**src/rtl/uart_tx_path_if.sv**
```systemverilog
// Write-side bus of the UART transmit path: byte enqueue, FIFO flush and
// FIFO status flags seen by the producer.
interface uart_tx_path_if #(
    parameter int DATA_WIDTH = 8,
    parameter int FIFO_DEPTH = 8
);
    localparam int LEVEL_W = $clog2(FIFO_DEPTH) + 1;

    logic [DATA_WIDTH-1:0] wr_data;
    logic                  wr_en;
    logic                  fifo_reset;
    logic                  tx_empty;
    logic                  tx_full;
    logic [LEVEL_W-1:0]    tx_level;
    logic                  overflow_error;

    modport master (
        output wr_data, wr_en, fifo_reset,
        input  tx_empty, tx_full, tx_level, overflow_error
    );

    modport slave (
        input  wr_data, wr_en, fifo_reset,
        output tx_empty, tx_full, tx_level, overflow_error
    );
endinterface

```
**src/rtl/uart_tx_path.sv**
```systemverilog
// UART transmit path: TX FIFO feeding an 8N1-style serializer paced by an
// external oversample tick; the serial line comes straight from a flop.
module uart_tx_path #(
    parameter int FIFO_DEPTH      = 8,
    parameter int DATA_WIDTH      = 8,
    parameter int OVERSAMPLE_RATE = 16
) (
    input  logic          uart_clk,
    input  logic          rst_n,
    input  logic          sample_tick,
    uart_tx_path_if.slave wr_bus,
    output logic          tx_serial,
    output logic          tx_active,
    output logic          tx_done
);
    localparam int PTR_W  = (FIFO_DEPTH > 1) ? $clog2(FIFO_DEPTH) : 1;
    localparam int LVL_W  = $clog2(FIFO_DEPTH) + 1;
    localparam int TICK_W = (OVERSAMPLE_RATE > 1) ? $clog2(OVERSAMPLE_RATE) : 1;
    localparam int BIT_W  = (DATA_WIDTH > 1) ? $clog2(DATA_WIDTH) : 1;

    typedef enum logic [1:0] {IDLE, START, DATA, STOP} state_t;

    state_t                state, state_nxt;
    logic [DATA_WIDTH-1:0] mem [FIFO_DEPTH];
    logic [PTR_W-1:0]      rd_ptr, wr_ptr;
    logic [LVL_W-1:0]      level;
    logic                  overflow;
    logic [TICK_W-1:0]     tick_cnt, tick_nxt;
    logic [BIT_W-1:0]      bit_cnt, bit_nxt;
    logic [DATA_WIDTH-1:0] shift, shift_nxt;
    logic                  serial_nxt;
    logic                  full, empty, push, pop, bit_end;

    assign full    = (level == LVL_W'(FIFO_DEPTH));
    assign empty   = (level == '0);
    // Flush wins over a concurrent write; full is judged on pre-edge occupancy.
    assign push    = wr_bus.wr_en && !full && !wr_bus.fifo_reset;
    assign bit_end = sample_tick && (tick_cnt == TICK_W'(OVERSAMPLE_RATE - 1));

    assign wr_bus.tx_empty       = empty;
    assign wr_bus.tx_full        = full;
    assign wr_bus.tx_level       = level;
    assign wr_bus.overflow_error = overflow;
    assign tx_active             = (state != IDLE);

    always_ff @(posedge uart_clk) begin
        if (push) begin
            mem[wr_ptr] <= wr_bus.wr_data;
        end
    end

    always_ff @(posedge uart_clk) begin
        if (!rst_n) begin
            rd_ptr   <= '0;
            wr_ptr   <= '0;
            level    <= '0;
            overflow <= 1'b0;
        end else if (wr_bus.fifo_reset) begin
            rd_ptr   <= '0;
            wr_ptr   <= '0;
            level    <= '0;
            overflow <= 1'b0;
        end else begin
            if (push) begin
                wr_ptr <= wr_ptr + PTR_W'(1);
            end
            if (pop) begin
                rd_ptr <= rd_ptr + PTR_W'(1);
            end
            case ({push, pop})
                2'b10:   level <= level + LVL_W'(1);
                2'b01:   level <= level - LVL_W'(1);
                default: level <= level;
            endcase
            if (wr_bus.wr_en && full) begin
                overflow <= 1'b1;
            end
        end
    end

    always_comb begin
        state_nxt  = state;
        tick_nxt   = tick_cnt;
        bit_nxt    = bit_cnt;
        shift_nxt  = shift;
        pop        = 1'b0;
        tx_done    = 1'b0;
        serial_nxt = 1'b1;

        if (state != IDLE && sample_tick) begin
            tick_nxt = bit_end ? '0 : tick_cnt + TICK_W'(1);
        end

        case (state)
            IDLE: begin
                if (!empty) begin
                    pop       = 1'b1;
                    shift_nxt = mem[rd_ptr];
                    tick_nxt  = '0;
                    bit_nxt   = '0;
                    state_nxt = START;
                end
            end
            START: begin
                if (bit_end) begin
                    bit_nxt   = '0;
                    state_nxt = DATA;
                end
            end
            DATA: begin
                if (bit_end) begin
                    if (bit_cnt == BIT_W'(DATA_WIDTH - 1)) begin
                        state_nxt = STOP;
                    end else begin
                        bit_nxt   = bit_cnt + BIT_W'(1);
                        shift_nxt = shift >> 1;
                    end
                end
            end
            STOP: begin
                if (bit_end) begin
                    tx_done   = 1'b1;
                    state_nxt = IDLE;
                end
            end
            default: state_nxt = IDLE;
        endcase

        // Line level is derived from the state being entered so the flop
        // presents it in the first cycle of that state.
        case (state_nxt)
            START:   serial_nxt = 1'b0;
            DATA:    serial_nxt = shift_nxt[0];
            default: serial_nxt = 1'b1;
        endcase
    end

    always_ff @(posedge uart_clk) begin
        if (!rst_n) begin
            state     <= IDLE;
            tick_cnt  <= '0;
            bit_cnt   <= '0;
            tx_serial <= 1'b1;
        end else begin
            state     <= state_nxt;
            tick_cnt  <= tick_nxt;
            bit_cnt   <= bit_nxt;
            tx_serial <= serial_nxt;
        end
    end

    always_ff @(posedge uart_clk) begin
        shift <= shift_nxt;
    end
endmodule

```
**src/flat_wrapper.sv**
```systemverilog
// flat-port wrapper written by rule: the top's interface ports become plain ports
module uart_tx_path_flat 
#(
    parameter int FIFO_DEPTH      = 8,
    parameter int DATA_WIDTH      = 8,
    parameter int OVERSAMPLE_RATE = 16
)
  (uart_clk, rst_n, sample_tick, tx_serial, tx_active, tx_done, wr_bus_wr_data, wr_bus_wr_en, wr_bus_fifo_reset, wr_bus_tx_empty, wr_bus_tx_full, wr_bus_tx_level, wr_bus_overflow_error);
  uart_tx_path_if #(.DATA_WIDTH(DATA_WIDTH), .FIFO_DEPTH(FIFO_DEPTH)) wr_bus_i ();
  input  logic uart_clk;
  input  logic rst_n;
  input  logic sample_tick;
  output logic tx_serial;
  output logic tx_active;
  output logic tx_done;
  input wire logic [$bits(wr_bus_i.wr_data)-1:0] wr_bus_wr_data;
  input wire logic [$bits(wr_bus_i.wr_en)-1:0] wr_bus_wr_en;
  input wire logic [$bits(wr_bus_i.fifo_reset)-1:0] wr_bus_fifo_reset;
  output wire logic [$bits(wr_bus_i.tx_empty)-1:0] wr_bus_tx_empty;
  output wire logic [$bits(wr_bus_i.tx_full)-1:0] wr_bus_tx_full;
  output wire logic [$bits(wr_bus_i.tx_level)-1:0] wr_bus_tx_level;
  output wire logic [$bits(wr_bus_i.overflow_error)-1:0] wr_bus_overflow_error;
  assign wr_bus_i.wr_data = wr_bus_wr_data;
  assign wr_bus_i.wr_en = wr_bus_wr_en;
  assign wr_bus_i.fifo_reset = wr_bus_fifo_reset;
  assign wr_bus_tx_empty = wr_bus_i.tx_empty;
  assign wr_bus_tx_full = wr_bus_i.tx_full;
  assign wr_bus_tx_level = wr_bus_i.tx_level;
  assign wr_bus_overflow_error = wr_bus_i.overflow_error;
  uart_tx_path #(.FIFO_DEPTH(FIFO_DEPTH), .DATA_WIDTH(DATA_WIDTH), .OVERSAMPLE_RATE(OVERSAMPLE_RATE)) u_core (.uart_clk(uart_clk), .rst_n(rst_n), .sample_tick(sample_tick), .wr_bus(wr_bus_i), .tx_serial(tx_serial), .tx_active(tx_active), .tx_done(tx_done));
endmodule
```
**config.mk**
```make
export PLATFORM = sky130hd
export DESIGN_NAME = uart_tx_path_flat
export DESIGN_NICKNAME = d
export VERILOG_FILES = /design/src/rtl/uart_tx_path_if.sv /design/src/rtl/uart_tx_path.sv /design/src/flat_wrapper.sv
export SDC_FILE = /design/constraint.sdc
export NUM_CORES = 1
export LEC_CHECK = 0
export CAP_MARGIN = 20
export CORE_MARGIN = 8
export CORE_UTILIZATION = 59
export DETAILED_ROUTE_END_ITERATION = 16
export PLACE_DENSITY = 0.82
export SLEW_MARGIN = 20
export SYNTH_ARGS = -nofsm -noshare
export SYNTH_HDL_FRONTEND = slang
export SYNTH_SLANG_ARGS = --single-unit
```
**constraint.sdc**
```tcl
create_clock -name uart_clk -period 3.3 [get_ports uart_clk]
set_clock_uncertainty 0.05 [all_clocks]
set_input_delay 0.495 -clock uart_clk [delete_from_list [all_inputs] [get_ports uart_clk]]
set_output_delay 0.495 -clock uart_clk [all_outputs]
set_load 0.02 [all_outputs]
```
==> results of run 1 <==
## registers in the layout (all words and copies together) (netlist names), named ones only
register                      cells
u_core.tx_serial                  1
u_core.tick_cnt                   4
u_core.wr_bus.overflow_error      1
u_core.bit_cnt                    3
u_core.state                      2
u_core.wr_bus.tx_level            4
u_core.shift                      8
u_core.wr_ptr                     3
u_core.mem                       64
u_core.rd_ptr                     3
## through the flow
step | worst slack [ps] | cell area, um2 | power [mW] | utilization (%) | cells
finish | 519 | 4460 | 2.29 | 67.2 | 379
global route | 321 | 4460 | 2.38 | 67.2 | 379
CTS | 522 | 4460 | 2.32 | 67.2 | 379
detailed placement | 417 | 4260 | 1.57 | 64.1 | 363
global placement | 477 | 4260 | 1.57 | 64.1 | 363
floorplan | 491 | 3970 | 1.51 | - | 266
## cell type report
class	instances	area, um2
Clock inverter	7	81.3
Tap cell	80	100
Sequential cell	96	2630
Multi-Input combinational cell	152	1220
Timing Repair Buffer	30	280
Inverter	5	23.8
Fill cell	450	2180
Clock buffer	9	124
## synth_stat cells (8+ instances only)
cell type and number:
sky130_fd_sc_hd__edfxtp_1 71, sky130_fd_sc_hd__dfxtp_1 25, sky130_fd_sc_hd__nor2_1 22, sky130_fd_sc_hd__nand2_1 19
sky130_fd_sc_hd__mux4_2 16, sky130_fd_sc_hd__o21ai_0 13, sky130_fd_sc_hd__a21oi_1 10, sky130_fd_sc_hd__mux2i_1 9
sky130_fd_sc_hd__ha_1 8, sky130_fd_sc_hd__xor2_1 8
## worst min-delay path, stage by stage (launching register included)
cell and delay, ps:
sky130_fd_sc_hd__dfxtp_1 340, sky130_fd_sc_hd__a21oi_1 40, sky130_fd_sc_hd__nor2_1 70
## power by group
group	internal [mW]	switching (mW)
Sequential	1.33	0.0178
Combinational	0.0913	0.108
Clock	0.304	0.444
Total	1.72	0.570
## cell usage in the layout (no fill, tap or decap), types with 8 or more instances in the layout
cell type	instances
sky130_fd_sc_hd__nor2_1	22
sky130_fd_sc_hd__o21ai_0	13
sky130_fd_sc_hd__nand2_1	19
sky130_fd_sc_hd__a21oi_1	10
sky130_fd_sc_hd__ha_1	8
sky130_fd_sc_hd__dfxtp_1	25
sky130_fd_sc_hd__clkdlybuf4s50_1	22
sky130_fd_sc_hd__edfxtp_1	71
sky130_fd_sc_hd__xor2_1	8
sky130_fd_sc_hd__buf_4	8
sky130_fd_sc_hd__mux2i_1	9
sky130_fd_sc_hd__clkbuf_8	9
sky130_fd_sc_hd__mux4_2	16
## worst min path at each step
stage          cells after the start  slack [ps]                           end
2_1_floorplan                      2         390               u_core.shift[0]
3_3_place_gp                       2         400  u_core.wr_bus.overflow_error
3_5_place_dp                       2         410  u_core.wr_bus.overflow_error
4_1_cts                            2         430  u_core.wr_bus.overflow_error
5_1_grt                            2         460                          flop
6_report                           2         420  u_core.wr_bus.overflow_error
## cell families (layout without fill, tap and decap cells)
| group | Yosys count | count (layout) | synth area share, % |
|---|---|---|---|
| buf+inv | 18 | 51 | 2.90 |
| xor+xnor | 9 | 9 | 1.99 |
| simple gates | 78 | 78 | 10.2 |
| fa+ha+maj | 8 | 8 | 2.52 |
| mux | 26 | 26 | 11.6 |
| flops | 96 | 96 | 66.3 |
| compound gates | 31 | 31 | 4.41 |
## per-layer routing
layer	wire length [um]	track usage, %
met1	2860	18.1
met2	3380	23.6
met3	274	3.13
met4	83	6.47
met5	0	0
==> report_table.html, run 1 <==
<table>
<tr><th>Metric</th><th>Value</th></tr>
<tr><th colspan="2">Timing</th></tr>
<tr><td>Slew Limit Fails</td><td>0</td></tr>
<tr><td>Setup Total Neg Slack</td><td>0 ps</td></tr>
<tr><td>Post-route worst hold slack</td><td>424 ps</td></tr>
<tr><td>Max Fclk</td><td>360 MHz</td></tr>
<tr><td>RSZ-0062 raised after global routing</td><td>false</td></tr>
<tr><td>Final period demand of the worst path</td><td>2780 ps</td></tr>
<tr><td>Transition time at the pin with the least slew margin</td><td>823 ps</td></tr>
<tr><td>Headroom to the max-slew limit</td><td>45.1%</td></tr>
<tr><td>Period Utilization, post-route</td><td>84.3%</td></tr>
<tr><td>Final-report hold violation count</td><td>0</td></tr>
<tr><td>Setup violation total in the final timing report</td><td>0</td></tr>
<tr><th colspan="2">Worst setup path</th></tr>
<tr><td>Crit path from</td><td>u_core.wr_bus.tx_level[0]</td></tr>
<tr><td>Max stage delay on crit path</td><td>760 ps</td></tr>
<tr><td>Data required time of the critical path</td><td>3530 ps</td></tr>
<tr><td>Worst path depth</td><td>10</td></tr>
<tr><td>Max stage delay cell, worst path</td><td>sky130_fd_sc_hd__or4b_2</td></tr>
<tr><td>Cell chain of the critical path</td><td>or4b_2, nand2_1, or2_2, ha_1, xor2_1, ha_1, a21oi_1, xor2_1, or3_1, a21oi_1</td></tr>
<tr><td>Critical path launch point type</td><td>flop</td></tr>
<tr><td>Worst R2R Setup Slack</td><td>520 ps</td></tr>
<tr><td>Critical register-to-register path endpoint</td><td>u_core.wr_bus.tx_level[2]</td></tr>
<tr><td>Kind of end point of the critical path</td><td>flop</td></tr>
<tr><td>Critical path type</td><td>reg2reg</td></tr>
<tr><td>Kind of cell adding the most delay to the critical path</td><td>simple AND/OR/NAND/NOR gates</td></tr>
<tr><td>Worst flop-to-flop path startpoint</td><td>u_core.wr_bus.tx_level[0]</td></tr>
<tr><td>CP max FO</td><td>7</td></tr>
<tr><td>Cells on worst reg2reg path</td><td>10</td></tr>
<tr><td>Data arrival at the endpoint of the critical path</td><td>3010 ps</td></tr>
<tr><td>Critical path buffers and inverters</td><td>0</td></tr>
<tr><td>Critical path destination</td><td>u_core.wr_bus.tx_level[2]</td></tr>
<tr><th colspan="2">Drt</th></tr>
<tr><td>Drt via density</td><td>5.74</td></tr>
<tr><td>Violation count after the first detailed-route iteration</td><td>116</td></tr>
<tr><td>DR DRC count</td><td>0</td></tr>
<tr><td>Number of vias after detailed routing</td><td>2175</td></tr>
<tr><td>1st-pass router iterations</td><td>4</td></tr>
<tr><td>Routed wire length</td><td>6.60 mm</td></tr>
<tr><td>Remaining number of nets flagged by the antenna check after routing</td><td>0</td></tr>
<tr><td>Post-detailed-route wirelength per cell</td><td>17.4 um</td></tr>
<tr><th colspan="2">Synthesis</th></tr>
<tr><td>Net count after synthesis</td><td>287</td></tr>
<tr><td>Netlist area before placement</td><td>0.00397 mm2</td></tr>
<tr><td>Ys async rst share</td><td>0%</td></tr>
<tr><td>Per-instance average area after synthesis</td><td>14.9 um2</td></tr>
<tr><td>Post-synth top area cell</td><td>sky130_fd_sc_hd__edfxtp_1</td></tr>
<tr><td>Seq/Total Area, Yosys</td><td>66.3%</td></tr>
<tr><td>Post-synthesis cell count</td><td>266</td></tr>
<tr><td>Number of distinct standard cells referenced by the synthesized netlist</td><td>44</td></tr>
<tr><td>Number of warning messages in the yosys log</td><td>0</td></tr>
<tr><td>Main area contributors after synthesis</td><td>sky130_fd_sc_hd__edfxtp_1 (54%), sky130_fd_sc_hd__dfxtp_1 (13%), sky130_fd_sc_hd__mux4_2 (9.1%)</td></tr>
<tr><td>Flip-flop and latch count after synthesis</td><td>96</td></tr>
<tr><td>Synth Flop Type</td><td>sky130_fd_sc_hd__edfxtp_1</td></tr>
<tr><td>Top-area cell type share of the netlist area</td><td>53.7%</td></tr>
<tr><td>Count of flip-flops with a built-in enable after synthesis</td><td>71</td></tr>
<tr><th colspan="2">Global route</th></tr>
<tr><td>Vias in the first global route</td><td>2136</td></tr>
<tr><td>Global-route wire length before repair</td><td>10.8 mm</td></tr>
<tr><td>Largest net degree at the start of global routing</td><td>21</td></tr>
<tr><td>GRT Resource Usage Total</td><td>14.5%</td></tr>
<tr><td>Initial antenna violation count</td><td>0</td></tr>
<tr><td>Global-route congestion overflow total</td><td>0</td></tr>
<tr><th colspan="2">Layout</th></tr>
<tr><td>Area Growth Syn to Fin</td><td>12.4%</td></tr>
<tr><td>Diodes inserted</td><td>0</td></tr>
<tr><td>Post-layout nets</td><td>315</td></tr>
<tr><td>Share of layout cells above drive strength 1</td><td>16.4%</td></tr>
<tr><th colspan="2">Die</th></tr>
<tr><td>Vert. Die Dim</td><td>98.0 um</td></tr>
<tr><td>I/O pin count</td><td>23</td></tr>
<tr><td>Initial cell density of the core</td><td>59.8%</td></tr>
<tr><td>Die outline area</td><td>0.00961 mm2</td></tr>
<tr><td>Horizontal die dimension</td><td>98.0 um</td></tr>
<tr><td>Num rows</td><td>30</td></tr>
<tr><td>Core Footprint</td><td>0.00664 mm2</td></tr>
<tr><th colspan="2">CTS</th></tr>
<tr><td>TritonCTS Buffers</td><td>9</td></tr>
<tr><td>Hold buffer count at CTS</td><td>0</td></tr>
<tr><td>Resize count post-CTS</td><td>0</td></tr>
<tr><td>Maximum root-to-sink buffer count</td><td>2</td></tr>
<tr><td>CTS tree</td><td>done</td></tr>
<tr><td>Clock edge transition at the registers on the reported setup and hold paths</td><td>100 ps</td></tr>
<tr><td>Total number of H-tree levels</td><td>3</td></tr>
<tr><td>Setup Buffers After CTS</td><td>0</td></tr>
<tr><td>Clock Sinks</td><td>96</td></tr>
<tr><td>Buffer cell driving the clock tree root</td><td>sky130_fd_sc_hd__clkbuf_8</td></tr>
<tr><td>Source-to-sink clock delay at the later pin of the worst-skew pair</td><td>360 ps</td></tr>
<tr><th colspan="2">Pwr</th></tr>
<tr><td>Pwr per Cell Area</td><td>514 mW/mm2</td></tr>
<tr><td>VDD IR max</td><td>0.340 mV</td></tr>
<tr><td>Leak Pwr</td><td>1.52 nW</td></tr>
<tr><th colspan="2">Run status</th></tr>
<tr><td>Result of the run</td><td>finished, final reports clean</td></tr>
<tr><th colspan="2">Place</th></tr>
<tr><td>Global placer's final weighted congestion</td><td>0.781</td></tr>
<tr><td>Port bufs</td><td>22</td></tr>
<tr><td>Dpl hpwl</td><td>4.51 mm</td></tr>
<tr><th colspan="2">Run</th></tr>
<tr><td>Number of maximum-capacitance violations</td><td>0</td></tr>
<tr><th colspan="2">Hold path</th></tr>
<tr><td>Worst min-delay path category</td><td>reg2reg</td></tr>
<tr><td>Hold path startpoint</td><td>u_core.wr_bus.overflow_error</td></tr>
</table>
(Power assumes the default switching activity.)
==> inputs of run 2 (changes only) <==
--- a/config.mk
+++ b/config.mk
@@ -7,9 +7,9 @@
 export LEC_CHECK = 0
 export CAP_MARGIN = 20
 export CORE_MARGIN = 8
-export CORE_UTILIZATION = 59
+export CORE_UTILIZATION = 53
 export DETAILED_ROUTE_END_ITERATION = 16
-export PLACE_DENSITY = 0.82
+export PLACE_DENSITY = 0.78
 export SLEW_MARGIN = 20
 export SYNTH_ARGS = -nofsm -noshare
 export SYNTH_HDL_FRONTEND = slang
==> constraint.sdc (replaced) <==
create_clock -name uart_clk -period 2.2 [get_ports uart_clk]
set_clock_uncertainty 0.05 [all_clocks]
set_input_delay 0.33 -clock uart_clk [delete_from_list [all_inputs] [get_ports uart_clk]]
set_output_delay 0.33 -clock uart_clk [all_outputs]
set_load 0.02 [all_outputs]
==> run 2 against run 1 <==
  * The run now ends with setup timing left
  * Die area rose by 9.4%
  * First-iteration DRC count rose by 22%
  * Utilization fell by 2.5 points
==> report_table.html, run 2 (synthesized netlist as in run 1, its figures left out) <==
<table>
<tr><th>Metric</th><th>Value</th></tr>
<tr><th colspan="2">Run status</th></tr>
<tr><td>Result of the run</td><td>complete, but fails checks</td></tr>
<tr><td>Failing checks</td><td>setup timing</td></tr>
<tr><th colspan="2">Global route</th></tr>
<tr><td>Global-route wire length before repair</td><td>11.4 mm (+5.6%)</td></tr>
<tr><td>Global-route congestion overflow total</td><td>0 (unchanged)</td></tr>
<tr><td>Initial antenna violation count</td><td>0 (unchanged)</td></tr>
<tr><td>Vias in the first global route</td><td>2287 (+7.1%)</td></tr>
<tr><td>Largest net degree at the start of global routing</td><td>20 (-4.8%)</td></tr>
<tr><td>GRT Resource Usage Total</td><td>14.6% (+0.12 points)</td></tr>
<tr><th colspan="2">Run</th></tr>
<tr><td>Number of maximum-capacitance violations</td><td>0 (unchanged)</td></tr>
<tr><th colspan="2">Layout</th></tr>
<tr><td>Share of layout cells above drive strength 1</td><td>25.3% (+8.9 points)</td></tr>
<tr><td>Post-route design area</td><td>0.00469 mm2 (+5.1%)</td></tr>
<tr><td>Total area of sequential cells</td><td>0.00264 mm2 (+0.33%)</td></tr>
<tr><td>Number of flip-flops under the largest register name</td><td>64 (unchanged)</td></tr>
<tr><td>Post-layout nets</td><td>336 (+6.7%)</td></tr>
<tr><td>Diodes inserted</td><td>0 (unchanged)</td></tr>
<tr><td>Area of combinational cells with multiple inputs</td><td>0.00126 mm2 (+3.1%)</td></tr>
<tr><td>Biggest register</td><td>u_core.mem</td></tr>
<tr><td>Highest-count cells in the layout ignoring fill and taps</td><td>sky130_fd_sc_hd__edfxtp_1 (71), sky130_fd_sc_hd__buf_4 (28), sky130_fd_sc_hd__nor2_1 (22), sky130_fd_sc_hd__dfxtp_1 (22), sky130_fd_sc_hd__clkdlybuf4s50_1 (19)</td></tr>
<tr><td>Most frequent standard cell in the layout excluding fill and tap cells</td><td>sky130_fd_sc_hd__edfxtp_1</td></tr>
<tr><td>Registers with the highest flip-flop counts</td><td>u_core.mem: 64 flops, u_core.shift: 8 flops</td></tr>
<tr><td>Area Growth Syn to Fin</td><td>18.2%</td></tr>
<tr><td>Layout filler cell count</td><td>532 (+18%)</td></tr>
<tr><td>Final standard cell utilization of the core</td><td>64.7% (-2.5 points)</td></tr>
<tr><th colspan="2">Place</th></tr>
<tr><td>Placed Instance Area</td><td>0.00449 mm2 (+5.5%)</td></tr>
<tr><td>Dpl hpwl</td><td>4.87 mm (+8.0%)</td></tr>
<tr><td>Global placer's final weighted congestion</td><td>0.840 (+7.5%)</td></tr>
<tr><td>Port bufs</td><td>22 (unchanged)</td></tr>
<tr><th colspan="2">Pwr</th></tr>
<tr><td>Fraction of power spent switching nets</td><td>24.5% (-0.36 points)</td></tr>
<tr><td>Switch Pwr</td><td>845 uW (+48%)</td></tr>
<tr><td>VDD IR max</td><td>0.501 mV (+47%)</td></tr>
<tr><td>Power share of the sequential group</td><td>58.3% (-0.4 points)</td></tr>
<tr><td>Leak Pwr</td><td>1.64 nW (+7.7%)</td></tr>
<tr><td>Internal Dissipation</td><td>2.61 mW (+51%)</td></tr>
<tr><td>Comb pwr share</td><td>10.3% (+1.6 points)</td></tr>
<tr><td>Pwr per Cell Area</td><td>736 mW/mm2 (+43%)</td></tr>
<tr><td>Clock power share</td><td>31.4% (-1.2 points)</td></tr>
<tr><th colspan="2">Timing</th></tr>
<tr><td>Post-route worst hold slack</td><td>425 ps (+1.84 ps)</td></tr>
<tr><td>Period Utilization, post-route</td><td>107% (+23 points)</td></tr>
<tr><td>Slew Limit Fails</td><td>0 (unchanged)</td></tr>
<tr><td>Transition time at the pin with the least slew margin</td><td>553 ps (-270 ps)</td></tr>
<tr><td>Max Fclk</td><td>423 MHz (+18%)</td></tr>
<tr><td>Setup violation total in the final timing report</td><td>2 (+2)</td></tr>
<tr><td>Final period demand of the worst path</td><td>2360 ps (-418 ps)</td></tr>
<tr><td>RSZ-0062 raised after global routing</td><td>true</td></tr>
<tr><td>Headroom to the max-slew limit</td><td>63.1% (+18 points)</td></tr>
<tr><td>Final-report hold violation count</td><td>0 (unchanged)</td></tr>
<tr><td>Setup Total Neg Slack</td><td>-231 ps (-231 ps)</td></tr>
<tr><td>Worst Setup Slack, final</td><td>-163 ps (-682 ps)</td></tr>
<tr><th colspan="2">CTS</th></tr>
<tr><td>Source-to-sink clock delay at the later pin of the worst-skew pair</td><td>360 ps (about the same)</td></tr>
<tr><td>Maximum root-to-sink buffer count</td><td>2 (unchanged)</td></tr>
<tr><td>Total number of H-tree levels</td><td>3 (unchanged)</td></tr>
<tr><td>Hold buffer count at CTS</td><td>0 (unchanged)</td></tr>
<tr><td>TritonCTS Buffers</td><td>9 (unchanged)</td></tr>
<tr><td>Buffer cell driving the clock tree root</td><td>sky130_fd_sc_hd__clkbuf_8</td></tr>
<tr><td>Clock edge transition at the registers on the reported setup and hold paths</td><td>90 ps (about the same)</td></tr>
<tr><td>CTS tree</td><td>done</td></tr>
<tr><td>Setup Buffers After CTS</td><td>0 (unchanged)</td></tr>
<tr><td>Clock Sinks</td><td>96 (unchanged)</td></tr>
<tr><th colspan="2">Worst setup path</th></tr>
<tr><td>Critical path launch point type</td><td>flop</td></tr>
<tr><td>Data required time of the critical path</td><td>2450 ps (-1080 ps)</td></tr>
<tr><td>Data arrival at the endpoint of the critical path</td><td>2610 ps (-400 ps)</td></tr>
<tr><td>Critical path type</td><td>reg2reg</td></tr>
<tr><td>Kind of end point of the critical path</td><td>flop</td></tr>
<tr><td>CP max FO</td><td>3 (-4)</td></tr>
<tr><th colspan="2">Die</th></tr>
<tr><td>Horizontal die dimension</td><td>103 um (+4.6%)</td></tr>
<tr><td>Vert. Die Dim</td><td>103 um (+4.6%)</td></tr>
<tr><td>Core Footprint</td><td>0.00725 mm2 (+9.2%)</td></tr>
<tr><td>I/O pin count</td><td>23 (unchanged)</td></tr>
<tr><td>Num rows</td><td>31 (+3.3%)</td></tr>
<tr><td>Die outline area</td><td>0.0105 mm2 (+9.4%)</td></tr>
<tr><td>Initial cell density of the core</td><td>54.7% (-5.0 points)</td></tr>
<tr><th colspan="2">Drt</th></tr>
<tr><td>Number of vias after detailed routing</td><td>2257 (+3.8%)</td></tr>
<tr><td>1st-pass router iterations</td><td>4 (unchanged)</td></tr>
<tr><td>DR DRC count</td><td>0 (unchanged)</td></tr>
<tr><td>Routed wire length</td><td>7.00 mm (+6.1%)</td></tr>
<tr><td>Remaining number of nets flagged by the antenna check after routing</td><td>0 (unchanged)</td></tr>
<tr><td>Violation count after the first detailed-route iteration</td><td>141 (+22%)</td></tr>
<tr><td>Post-detailed-route wirelength per cell</td><td>16.7 um (-4.0%)</td></tr>
<tr><td>Drt via density</td><td>5.39 (-6.1%)</td></tr>
<tr><th colspan="2">Hold path</th></tr>
<tr><td>Worst min-delay path category</td><td>reg2reg</td></tr>
</table>
[run 2: cell count changes in the layout (fill, tap and decap cells not counted), moves of 2 or more]
cell	before	now
sky130_fd_sc_hd__dfxtp_1	25	22
sky130_fd_sc_hd__buf_4	8	28
sky130_fd_sc_hd__clkdlybuf4s50_1	22	19
sky130_fd_sc_hd__dfxtp_4	0	2
sky130_fd_sc_hd__ha_1	8	6
[run 2: repair_timing]
item	in CTS	in global routing
pin swaps	3	4
gates cloned	0	0
endpoints found under the hold margin	0	0
endpoints found under the setup margin	5	3
resized for setup	8	2
[run 2: path summary, 6_finish.rpt]
check,start,end,slack (ps),depth (start not counted)
worst min-delay path,u_core.wr_bus.overflow_error,u_core.wr_bus.overflow_error,430,2
worst min register to register,u_core.wr_bus.overflow_error,u_core.wr_bus.overflow_error,430,2
worst max-delay path,u_core.wr_bus.tx_level[0],u_core.wr_bus.tx_level[2],-160,10
worst max register to register,u_core.wr_bus.tx_level[0],u_core.wr_bus.tx_level[2],-160,10
[run 2: critical path, stage by stage (launching register included)]
cell and delay [ps]:
sky130_fd_sc_hd__dfxtp_4 360, sky130_fd_sc_hd__or4b_4 560, sky130_fd_sc_hd__nand2_2 80, sky130_fd_sc_hd__or2_4 120
sky130_fd_sc_hd__ha_4 120, sky130_fd_sc_hd__xor2_1 140, sky130_fd_sc_hd__ha_2 200, sky130_fd_sc_hd__a21oi_2 40
sky130_fd_sc_hd__xor2_1 140, sky130_fd_sc_hd__or3_1 370, sky130_fd_sc_hd__a21oi_1 120
[run 2: layout make-up]
| type | instances | area share [%] |
|---|---|---|
| well taps | 99 | 2.64 |
| repair buffers | 51 | 9.49 |
| clock inverters | 7 | 1.52 |
| flip-flops and latches | 96 | 56.3 |
| clock buffers | 9 | 2.64 |
| multi-input cells | 152 | 26.9 |
| inverters | 5 | 0.560 |
[run 2: stage by stage]
stage	total power [mW]	instances	setup WS [ps]
after CTS	3.49	419	-172
final	3.45	419	-163
after global routing	3.60	419	-252
after detailed placement	2.41	403	-295
after global placement	2.40	403	-246
after floorplan	2.28	266	-334
[run 2: per-layer routing]
layer | share of wire (%) | routed length [um] | GRT usage [%]
met1 | 43 | 3020 | 17.6
met2 | 51 | 3580 | 24.1
met3 | 4.2 | 295 | 4.32
met4 | 1.4 | 100 | 5.87
met5 | 0 | 0 | 0
[run 2: power groups by stage]
stage	sequential (mW)	combinational [mW]	clock, mW
after detailed placement	2.05	0.360	0
after floorplan	2.06	0.223	0
final	2.01	0.356	1.09
after CTS	2.01	0.361	1.12
after global routing	2.02	0.393	1.19
after global placement	2.05	0.351	0
